## src/rtl/sequenciador_programa_pkg.sv

```systemverilog
// Shared ISA definitions for the program sequencer: opcodes, instruction
// field positions, sequencer state encoding and a field-extraction helper.
package sequenciador_programa_pkg;

  localparam int INSTR_W = 16;

  localparam logic [2:0] OP_MV   = 3'b000;
  localparam logic [2:0] OP_MVI  = 3'b001;
  localparam logic [2:0] OP_ADD  = 3'b010;
  localparam logic [2:0] OP_SUB  = 3'b011;
  localparam logic [2:0] OP_HALT = 3'b111;

  localparam int OPC_MSB = 15;
  localparam int OPC_LSB = 13;
  localparam int RX_MSB  = 12;
  localparam int RX_LSB  = 10;
  localparam int RY_MSB  = 9;
  localparam int RY_LSB  = 7;

  typedef enum logic [2:0] {
    S_IDLE   = 3'd0,
    S_FETCH  = 3'd1,
    S_LOAD   = 3'd2,
    S_EXEC   = 3'd3,
    S_PAUSE  = 3'd4,
    S_HALTED = 3'd5
  } state_t;

  function automatic logic [2:0] opcode_of(input logic [INSTR_W-1:0] word);
    return word[OPC_MSB:OPC_LSB];
  endfunction

endpackage

```

## src/rtl/sequenciador_programa_decod_ciclos.sv

```systemverilog
// Combinational opcode decoder: execute-cycle count and halt flag.
// Kept standalone so the processor control unit can reuse the same table.
module decod_ciclos
  import sequenciador_programa_pkg::*;
#(
  parameter int CYC_ALU = 3
) (
  input  logic [2:0] opcode,
  output logic [2:0] cycles,
  output logic       is_halt
);

  always_comb begin
    cycles  = 3'd1;
    is_halt = 1'b0;
    case (opcode)
      OP_ADD, OP_SUB: cycles = 3'(CYC_ALU);
      OP_HALT: begin
        cycles  = 3'd0;
        is_halt = 1'b1;
      end
      default: cycles = 3'd1;
    endcase
  end

endmodule

```

## src/rtl/sequenciador_programa.sv

```systemverilog
// Fetch/issue sequencer: reads instructions from a synchronous ROM, presents
// them on iin and opens proc_resetn for exactly the opcode's execute cycles.
module sequenciador_programa
  import sequenciador_programa_pkg::*;
#(
  parameter int ADDR_W     = 8,
  parameter int START_ADDR = 0,
  parameter int CYC_ALU    = 3
) (
  input  logic              clk,
  input  logic              resetn,
  input  logic              start,
  input  logic              step_mode,
  input  logic              step,
  output logic              rom_en,
  output logic [ADDR_W-1:0] rom_addr,
  input  logic [15:0]       rom_data,
  output logic [15:0]       iin,
  output logic              proc_resetn,
  output logic [ADDR_W-1:0] pc,
  output logic              busy,
  output logic              halted
);

  localparam logic [ADDR_W-1:0] START_PC = ADDR_W'(START_ADDR);

  state_t            state_reg;
  logic [ADDR_W-1:0] pc_reg;
  logic [ADDR_W-1:0] pc_inc;
  logic [ADDR_W-1:0] rom_addr_reg;
  logic [15:0]       ir_reg;
  logic [1:0]        cnt_reg;
  logic              rom_en_reg;
  logic              proc_resetn_reg;
  logic              busy_reg;
  logic              halted_reg;

  logic [2:0] load_opcode;
  logic [2:0] load_cycles;
  logic       load_is_halt;

  assign load_opcode = opcode_of(rom_data);
  assign pc_inc      = pc_reg + {{(ADDR_W-1){1'b0}}, 1'b1};

  decod_ciclos #(
    .CYC_ALU(CYC_ALU)
  ) u_decod_ciclos (
    .opcode (load_opcode),
    .cycles (load_cycles),
    .is_halt(load_is_halt)
  );

  // All outputs are registered alongside the state so proc_resetn never glitches.
  always_ff @(posedge clk or negedge resetn) begin
    if (!resetn) begin
      state_reg       <= S_IDLE;
      pc_reg          <= START_PC;
      ir_reg          <= '0;
      cnt_reg         <= '0;
      rom_en_reg      <= 1'b0;
      rom_addr_reg    <= '0;
      proc_resetn_reg <= 1'b0;
      busy_reg        <= 1'b0;
      halted_reg      <= 1'b0;
    end else begin
      rom_en_reg <= 1'b0;
      case (state_reg)
        S_IDLE, S_HALTED: begin
          if (start) begin
            pc_reg       <= START_PC;
            rom_en_reg   <= 1'b1;
            rom_addr_reg <= START_PC;
            busy_reg     <= 1'b1;
            halted_reg   <= 1'b0;
            state_reg    <= S_FETCH;
          end
        end
        S_FETCH: state_reg <= S_LOAD;
        S_LOAD: begin
          ir_reg <= rom_data;
          if (load_is_halt) begin
            busy_reg   <= 1'b0;
            halted_reg <= 1'b1;
            state_reg  <= S_HALTED;
          end else begin
            cnt_reg         <= 2'(load_cycles - 3'd1);
            proc_resetn_reg <= 1'b1;
            state_reg       <= S_EXEC;
          end
        end
        S_EXEC: begin
          if (cnt_reg == 2'd0) begin
            pc_reg          <= pc_inc;
            proc_resetn_reg <= 1'b0;
            if (step_mode) begin
              state_reg <= S_PAUSE;
            end else begin
              rom_en_reg   <= 1'b1;
              rom_addr_reg <= pc_inc;
              state_reg    <= S_FETCH;
            end
          end else begin
            cnt_reg <= cnt_reg - 2'd1;
          end
        end
        S_PAUSE: begin
          // Clearing step_mode releases the pause just like a step pulse.
          if (step || !step_mode) begin
            rom_en_reg   <= 1'b1;
            rom_addr_reg <= pc_reg;
            state_reg    <= S_FETCH;
          end
        end
        default: begin
          busy_reg        <= 1'b0;
          proc_resetn_reg <= 1'b0;
          state_reg       <= S_IDLE;
        end
      endcase
    end
  end

  assign rom_en      = rom_en_reg;
  assign rom_addr    = rom_addr_reg;
  assign iin         = ir_reg;
  assign proc_resetn = proc_resetn_reg;
  assign pc          = pc_reg;
  assign busy        = busy_reg;
  assign halted      = halted_reg;

endmodule
```

## config.mk

```make
export PLATFORM = sky130hd
export DESIGN_NAME = sequenciador_programa
export DESIGN_NICKNAME = d
export VERILOG_FILES = /design/src/rtl/sequenciador_programa_pkg.sv /design/src/rtl/sequenciador_programa_decod_ciclos.sv /design/src/rtl/sequenciador_programa.sv
export SDC_FILE = /design/constraint.sdc
export NUM_CORES = 1
export LEC_CHECK = 0
export CORE_UTILIZATION = 45
export CTS_CLUSTER_SIZE = 28
export DETAILED_ROUTE_END_ITERATION = 10
export DONT_BUFFER_PORTS = 1
export GPL_TIMING_DRIVEN = 0
export PLACE_DENSITY = 0.66
export SYNTH_ARGS = -nofsm -noshare
export SYNTH_HDL_FRONTEND = slang
export SYNTH_SLANG_ARGS = --single-unit
```

## constraint.sdc

```tcl
create_clock -name clk -period 2.1 [get_ports clk]
set_input_delay 0.315 -clock clk [delete_from_list [all_inputs] [get_ports clk]]
set_output_delay 0.315 -clock clk [all_outputs]
set_load 0.05 [all_outputs]
```

Word level (Yosys, flattened, before mapping)
Index checks and enable logic that the tools add are counted.
{"block": "totals", "ff_bits": 41, "input_bits": 21, "output_inout_bits": 36, "wordCells": 80}
{"block": "classes", "n_addsub": 3, "eq_ne": 15, "mux": 32, "bitwise": 2, "reduce_logical": 19}
{"op": "$mux W8", "count": 5}
{"op": "$pmux W8 S3", "count": 1}
{"op": "$reduce_and A3 Y1", "count": 6}
{"op": "$pmux W8 S2", "count": 1}
{"op": "$mux W3", "count": 5}
{"op": "$pmux W3 S5", "count": 1}
{"op": "$ne A2 B2 Y1 const B", "count": 7}
{"op": "$eq A3 B2 Y1 const B", "count": 4}
{"op": "$mux W1", "count": 11}
{"op": "$eq A3 B3 Y1 const B", "count": 3}
{"op": "$pmux W1 S3", "count": 3}
{"op": "$add A8 B1 Y8 const B", "count": 1}
{"op": "$pmux W2 S2", "count": 2}
{"op": "$reduce_bool A2 Y1", "count": 3}
{"op": "$reduce_and A5 Y1", "count": 1}
{"op": "$mux W2", "count": 2}
{"op": "$reduce_or A2 Y1", "count": 2}
{"op": "$reduce_or A4 Y1", "count": 1}
{"op": "$sub A2 B1 Y2 const B", "count": 2}
{"op": "$eq A3 B1 Y1 const B", "count": 1}
{"op": "$logic_not A3 Y1", "count": 1}
{"op": "$reduce_bool A3 Y1", "count": 1}
{"op": "$reduce_or A3 Y1", "count": 1}
{"op": "$logic_not A2 Y1", "count": 1}
{"op": "other kinds (4)", "count": 5}

Longest topological paths before layout
Gate-level depths: netlist of the first run.
{"block": "logic_depth", "depth_word": 6, "mapped_depth": 7, "mapped_depth_nobuf": 5}

By module
Synthesis of the first run repeated with hierarchy kept, for this count alone.
{"block": "hier_totals", "cells_unflattened": 203, "hier_area_um2": 2165.8}
{"mod": "sequenciador_programa", "n_inst": 1, "cells_per_inst": 198, "area_per_inst_um2": 2133.3, "seq_area_each_um2": 1026.0}
{"mod": "decod_ciclos", "n_inst": 1, "cells_per_inst": 5, "area_per_inst_um2": 32.5, "seq_area_each_um2": 0.0}

Least setup slack after synthesis of the first run
No wires, ideal clock.
{"block": "synth_timing", "kind": "reg2reg", "startpoint": "register pc_reg[0], in the netlist pc[0]", "endpoint": "register rom_addr_reg[4], in the netlist rom_addr[4]", "setup_time_ps": 125, "arrival_time_ps": 1753, "t_required_ps": 1975, "path_slack_ps": 221, "stages_incl_launch_ff": 7, "n_path_buf": 1, "synth_period_minus_slack_ps": 1879, "cell_sequence": "dfrtp_1 ha_1 and3_1 clkbuf_1 o21a_1 o21ai_0 mux2_4"}
{"block": "synth_via", "elab_chain_cells": 4}
{"element": "from (decl)", "line_no": "sequenciador_programa.sv:28", "text": "logic [ADDR_W-1:0] pc_reg;"}
{"element": "from (signal assigned)", "line_no": "sequenciador_programa.sv:93", "text": "pc_reg <= pc_inc;"}
{"element": "$add A8 B1 Y8", "line_no": "sequenciador_programa.sv:43", "text": "assign pc_inc = pc_reg + {{(ADDR_W-1){1'b0}}, 1'b1};"}
{"element": "$mux W8", "line_no": "sequenciador_programa.sv:95", "text": "if (step_mode) begin"}
{"element": "$mux W8", "line_no": "sequenciador_programa.sv:92", "text": "if (cnt_reg == 2'd0) begin"}
{"element": "$pmux W8 S3", "line_no": "sequenciador_programa.sv:67", "text": "case (state_reg)"}
{"element": "to (signal assigned)", "line_no": "sequenciador_programa.sv:99", "text": "rom_addr_reg <= pc_inc;"}
{"element": "to (signal assigned)", "line_no": "sequenciador_programa.sv:110", "text": "rom_addr_reg <= pc_reg;"}
{"element": "to (decl)", "line_no": "sequenciador_programa.sv:30", "text": "logic [ADDR_W-1:0] rom_addr_reg;"}
No other way between the ends. The select of a mux whose other input is x is not followed.
A chain may end at the register's enable or synchronous reset.

Worst setup path in the final report of the first run
{"block": "layout_timing", "startpoint": "register cnt_reg[1]", "endpoint": "register rom_addr_reg[1], in the netlist rom_addr[1]"}
{"block": "layout_via", "elab_chain_cells": 3}
{"element": "from (decl)", "line_no": "sequenciador_programa.sv:32", "text": "logic [1:0] cnt_reg;"}
{"element": "from (signal assigned)", "line_no": "sequenciador_programa.sv:86", "text": "cnt_reg <= 2'(load_cycles - 3'd1);"}
{"element": "from (signal assigned)", "line_no": "sequenciador_programa.sv:103", "text": "cnt_reg <= cnt_reg - 2'd1;"}
{"element": "$logic_not A2 Y1", "line_no": "sequenciador_programa.sv:92"}
{"element": "$ne A2 B2 Y1 (no line)"}
{"element": "$reduce_and A5 Y1 (no line)"}
No other way between the ends.

==> flow_metrics.tcl, run 1 <==
set metrics [dict create \
    grt_overflow 0 \
    max_slew_margin_pct 57.0 \
    arrival_ns 2.06 \
    rows 23 \
    fillers 406 \
    ant_nets 0 \
    die_y_microns 69.0 \
    layout.cells.non_filler 280 \
    dr.pass1.iters 4 \
    largest_reg_flops 16 \
    place.gp.congestion 0.787 \
    drive_above_1_share_pct 13.0 \
    cp.required_ns 2.28 \
    yosys_warnings 0 \
    fin_crit_sh_pct 89.5 \
    die_w_microns 69.0 \
    critical_path.max_fanout 10 \
    ys_seq_area_share_pct 50.9 \
    numCtsBuffers 5 \
    synth_cells 220 \
    antenna_found_initial 0 \
    timing.final.crit_period_ns 1.88 \
    fin_ws_ns 0.221 \
    rsz0062_at_grt "no" \
    synth_fp_nets 242 \
    synth_edf_count 0 \
    postCtsSetupBuffers 0 \
    min_path_type "in2reg" \
    dr_total_vias 1565 \
    die-area_sq_um 4750 \
    synth_async_sr_flop_share_pct 100 \
    cts.sinks 41 \
    status "finished clean" \
    syn_to_final_growth_pct 9.49 \
    wl_per_cell_microns 15.5 \
    netlist_area_sq_um 2020 \
    routed_wl_mm 4.33 \
    ys_seq_elements 41 \
    finClkSkew_ns 0.00735 \
    cts_tree "done" \
    peakVddDrop_v 0.000941 \
    clock_latency_ns 0.30 \
    pin_count 57 \
    post-place-cells 270 \
    grt_pass1_wl_mm 6.99 \
    max_freq_mhz 532 \
    start_kind "register" \
    grt_pass1_vias 1473 \
    hpwlAfterDp_mm 2.93 \
    syn_area_per_cell_sq_um 9.17 \
    final_nets 251 \
    crit_type "reg2reg" \
    port_buffers 0 \
    finalHoldViolations 0 \
    power.leakage_nw 1.03 \
    h-tree-depth 2 \
    finalMaxSlewViolations 0 \
    synthFlopType "dfrtp_1" \
    grt_max_degree 42 \
    cap_violations 0 \
    start_util_pct 48.7 \
    grt_usage_pct 20.4 \
    clk_path_buf_depth 2 \
    drc 0 \
    whs_ns 0.120 \
    tightest_slew_ns 0.645 \
    cp-end-kind "register" \
    vias_per_cell 5.59 \
    fin_tns_setup_ns 0 \
    pwr_density_cell_nw_per_um2 1860 \
    place_ws_ns 0.0620 \
    drt_iter0_markers 102 \
    core_area_sq_um 4140 \
    synth.distinct_cells 45 \
    num_antenna_cells 0 \
    clkTransAtPathRegs_ns 0.08 \
    cts_root_buf "clkbuf_8" \
    setup_viol 0 \
]
synth_stat cells (all sizes together) (2+ instances only):
cell    number  area share, %
o221ai       2           0.87
dfrtp       41             51
clkbuf       3           0.56
nor2b        3           0.93
o31ai        5            1.9
o21a         2           0.74
a21oi       15            3.9
nand2       62             12
mux2         4            3.0
o211ai       4            1.5
nand2b       2           0.62
a31oi        4            1.2
nand3        6            1.5
nand4        2           0.62
o21ai       16            4.0
o22ai        2           0.62
nor3b        2            1.6
inv          7            1.3
and3         3           0.93
nor2         9            1.8
buf          9            2.3
cell type report:
class,instances,area [sq um],area share [%]
tap,50,62.6,2.83
multi-input combinational,160,907,41.1
sequential,41,1030,46.6
clock inverter,2,13.8,0.623
buffer,12,57.6,2.61
clock buffer,6,82.6,3.74
timing repair buffer,2,30.0,1.36
inverter,7,26.3,1.19
cells by family after synthesis:
group	after synthesis	share of synthesized area, %
AOI/OAI and AO/OA	58	18.5
muxes	4	2.98
DFF	41	50.9
and+or+nand+nor	96	22.4
xor gates and xnor gates	1	0.434
adders and majority gates	1	0.620
buffers and inverters	19	4.16
per-layer routing:
layer	routed length [microns]	global-route usage, %
met3	338	6.25
met4	72	9.95
met2	1920	29.1
met1	2000	27.7
met5	0	0
report_power, final:
group,switching (W),total [W],leakage [nW],internal [W]
logic,0.000829,0.00136,0.458,0.000527
registers,0.00113,0.00221,0.522,0.00107
clock network,0.000280,0.000546,0.0512,0.000266
stage by stage:
step / total power (W) / area (sq um) / util (%)
after floorplan: 0.00325 / 2020 / -
after CTS: 0.00414 / 2210 / 53.2
after detailed placement: 0.00356 / 2080 / 50.2
final: 0.00411 / 2210 / 53.3
after global routing: 0.00442 / 2210 / 53.3
after global placement: 0.00354 / 2080 / 50.2
worst max-delay path, cell delays in order, from the launching register on:
cell and delay [ns]:
dfrtp_1 0.43, nor2_2 0.47, a21oi_2 0.18, o21a_1 0.21
buf_4 0.18, mux2_4 0.30
cell usage in the layout, fill, tap and decap left out, drive strengths merged:
cell type / n
a21boi: 1
a21oi: 15
a221oi: 1
a22o: 1
a22oi: 1
a311oi: 1
a31oi: 4
a32o: 1
a41oi: 1
and2: 1
and3: 3
and3b: 1
and4: 1
buf: 10
clkbuf: 9
clkinv: 2
dfrtp: 41
dlygate4sd3: 1
ha: 1
inv: 7
mux2: 4
nand2: 62
nand2b: 2
nand3: 6
nand3b: 1
nand4: 2
nor2: 9
nor2b: 3
nor3: 1
nor3b: 2
nor4bb: 1
o211ai: 4
o21a: 2
o21ai: 16
o221ai: 2
o22a: 1
o22ai: 2
o31ai: 5
or3b: 1
xnor2: 1
final timing paths:
kind | start | to | slack [ns] | cells after the start
max | cnt_reg[1] | rom_addr[1] | 0.22 | 5
min | rom_data[0] | iin[0] | 0.12 | 2
max reg2reg | cnt_reg[1] | rom_addr[1] | 0.22 | 5
min reg2reg | cnt_reg[0] | cnt_reg[0] | 0.59 | 2
max in group asynchronous | resetn | pc[0] | 1.39 | 2
min in group asynchronous | resetn | rom_addr[7] | 0.49 | 2
timing repair:
| item | in CTS | in global routing |
|---|---|---|
| endpoints found under the hold margin | 41 | 0 |
| resized for setup | 0 | 2 |
| hold buffers | 2 | 0 |
| setup endpoints to repair | 0 | 2 |
No activity file was read; power rests on OpenSTA's default activity.
==> run 2, diff against run 1 <==
--- a/config.mk
+++ b/config.mk
@@ -10,6 +10,7 @@
 export DETAILED_ROUTE_END_ITERATION = 10
 export DONT_BUFFER_PORTS = 1
 export GPL_TIMING_DRIVEN = 0
+export MAX_ROUTING_LAYER = met4
 export PLACE_DENSITY = 0.66
 export SYNTH_ARGS = -nofsm -noshare
 export SYNTH_HDL_FRONTEND = slang
==> run 2 against run 1 <==
Clock power about the same. Clock skew fell by 0.00086 ns. Critical endpoint unchanged. Combinational power barely moved. Die area is the same. Final cell count unchanged. Sequential share of layout area unchanged. Hold slack better by 0.0016 ns. Via count about the same. First-iteration DRC count down 2.9%. Core utilization did not move. Critical path type unchanged. Largest cell class unchanged.
==> flow_metrics.tcl, run 2 (synthesized netlist as in run 1, its figures left out) <==
set metrics [dict create \
    max_slew_margin_pct 56.9 \
    clk_path_buf_depth 2 \
    pwr_density_cell_nw_per_um2 1860 \
    finalMaxSlewViolations 0 \
    place.gp.congestion 0.798 \
    drt_iter0_markers 99 \
    grt_max_degree 42 \
    whs_ns 0.121 \
    fin_util_pct 53.3 \
    critical_path.max_fanout 10 \
    cts.sinks 41 \
    setup_viol 0 \
    pin_count 57 \
    dr.pass1.iters 4 \
    rsz0062_at_grt "no" \
    peakVddDrop_v 0.000940 \
    min_path_type "in2reg" \
    crit_path_max_incr_delay_ns 0.45 \
    vias_per_cell 5.59 \
    antenna_found_initial 0 \
    grt_pass1_wl_mm 7.00 \
    h-tree-depth 2 \
    postCtsSetupBuffers 0 \
    finClkSkew_ns 0.00649 \
    fin_tns_setup_ns 0 \
    num_antenna_cells 0 \
    die_w_microns 69.0 \
    placed_cell_area_sq_um 2080 \
    wl_per_cell_microns 15.5 \
    numCtsBuffers 5 \
    core_area_sq_um 4140 \
    rows 23 \
    start_kind "register" \
    crit_type "reg2reg" \
    grt_pass1_vias 1475 \
    cap_violations 0 \
    critPathSlowestCell "nor2_2" \
    tightest_slew_ns 0.647 \
    cts_root_buf "clkbuf_8" \
    syn_to_final_growth_pct 9.49 \
    drc 0 \
    hpwlAfterDp_mm 2.93 \
    largest_reg_flops 16 \
    max_freq_mhz 539 \
    port_buffers 0 \
    die-area_sq_um 4750 \
    mostFrequentLayoutCell "nand2_1" \
    post-place-cells 270 \
    cts_tree "done" \
    cp-end-kind "register" \
    layout.cells.non_filler 280 \
    timing.final.crit_period_ns 1.86 \
    drive_above_1_share_pct 13.0 \
    routed_wl_mm 4.33 \
    fin_crit_sh_pct 88.4 \
    clock_latency_ns 0.29 \
    crit_chain "nor2_2 -> a21oi_2 -> o21a_1 -> buf_4 -> mux2_4" \
    ant_nets 0 \
    die_y_microns 69.0 \
    cp.required_ns 2.28 \
    power.leakage_nw 1.03 \
    grt_usage_pct 21.0 \
    start_util_pct 48.7 \
    dr_total_vias 1564 \
    final_area_sq_um 2210 \
    clkTransAtPathRegs_ns 0.08 \
    arrival_ns 2.04 \
    finalHoldViolations 0 \
    final_cell_mix "nand2_1, dfrtp_1, a21oi_1" \
    status "finished clean" \
    final_nets 251 \
    grt_overflow 0 \
]
## run 2: cell counts in the layout (fill, tap and decap cells not counted)
No cell type changed its count.
## run 2: through the flow
| step | worst slack [ns] | power (W) |
|---|---|---|
| 2_1_floorplan | 0.221 | 0.00325 |
| 3_3_place_gp | 0.0589 | 0.00354 |
| 3_5_place_dp | 0.0620 | 0.00356 |
| 4_1_cts | 0.0376 | 0.00414 |
| 5_1_grt | 0.0903 | 0.00442 |
| 6_report | 0.243 | 0.00411 |
## run 2: cell type report
| type | count | area (sq um) |
|---|---|---|
| well taps | 50 | 62.6 |
| inverters | 7 | 26.3 |
| multi-input cells | 160 | 907 |
| flip-flops and latches | 41 | 1030 |
| fillers | 406 | 1940 |
| repair buffers | 2 | 30.0 |
| clock inverters | 2 | 13.8 |
| plain buffers | 12 | 57.6 |
| clock buffers | 6 | 82.6 |
## run 2: worst paths after layout
kind / from / endpoint / slack, ns / cells past startpoint
setup / recovery: cnt_reg[1] / rom_addr[1] / 0.24 / 5
hold / removal: rom_data[0] / iin[0] / 0.12 / 2
setup reg to reg: cnt_reg[1] / rom_addr[1] / 0.24 / 5
hold reg to reg: cnt_reg[1] / cnt_reg[0] / 0.59 / 2
max in group asynchronous: resetn / pc[0] / 1.39 / 2
min in group asynchronous: resetn / rom_addr[7] / 0.49 / 2
## run 2: what timing repair did
action                                 4_1_cts  5_1_grt
endpoints found under the hold margin       41        0
hold buffers                                 2        0
gates resized for setup                      0        2
setup endpoints to repair                    0        2
## run 2: power by group
group / leakage (nW) / internal, W / switching, W
clock network: 0.0512 / 0.000266 / 0.000279
registers: 0.522 / 0.00107 / 0.00114
logic: 0.458 / 0.000527 / 0.000827
total: 1.03 / 0.00187 / 0.00224
## run 2: worst max-delay path: cells and delay by family (launching register included)
family	cells	cell delay, ns
mux	1	0.30
buf+inv	1	0.18
flops	1	0.43
simple gates	1	0.45
compound gates	2	0.37
## run 2: per-layer routing
layer | share of wire (%) | vias up | wire, microns | GRT usage [%]
li1 | - | 780 | - | -
met1 | 46 | 718 | 1990 | 28.2
met2 | 45 | 61 | 1970 | 28.9
met3 | 7.3 | 5 | 316 | 5.76
met4 | 1.2 | 0 | 54 | 9.95
met5 | 0 | - | 0 | -
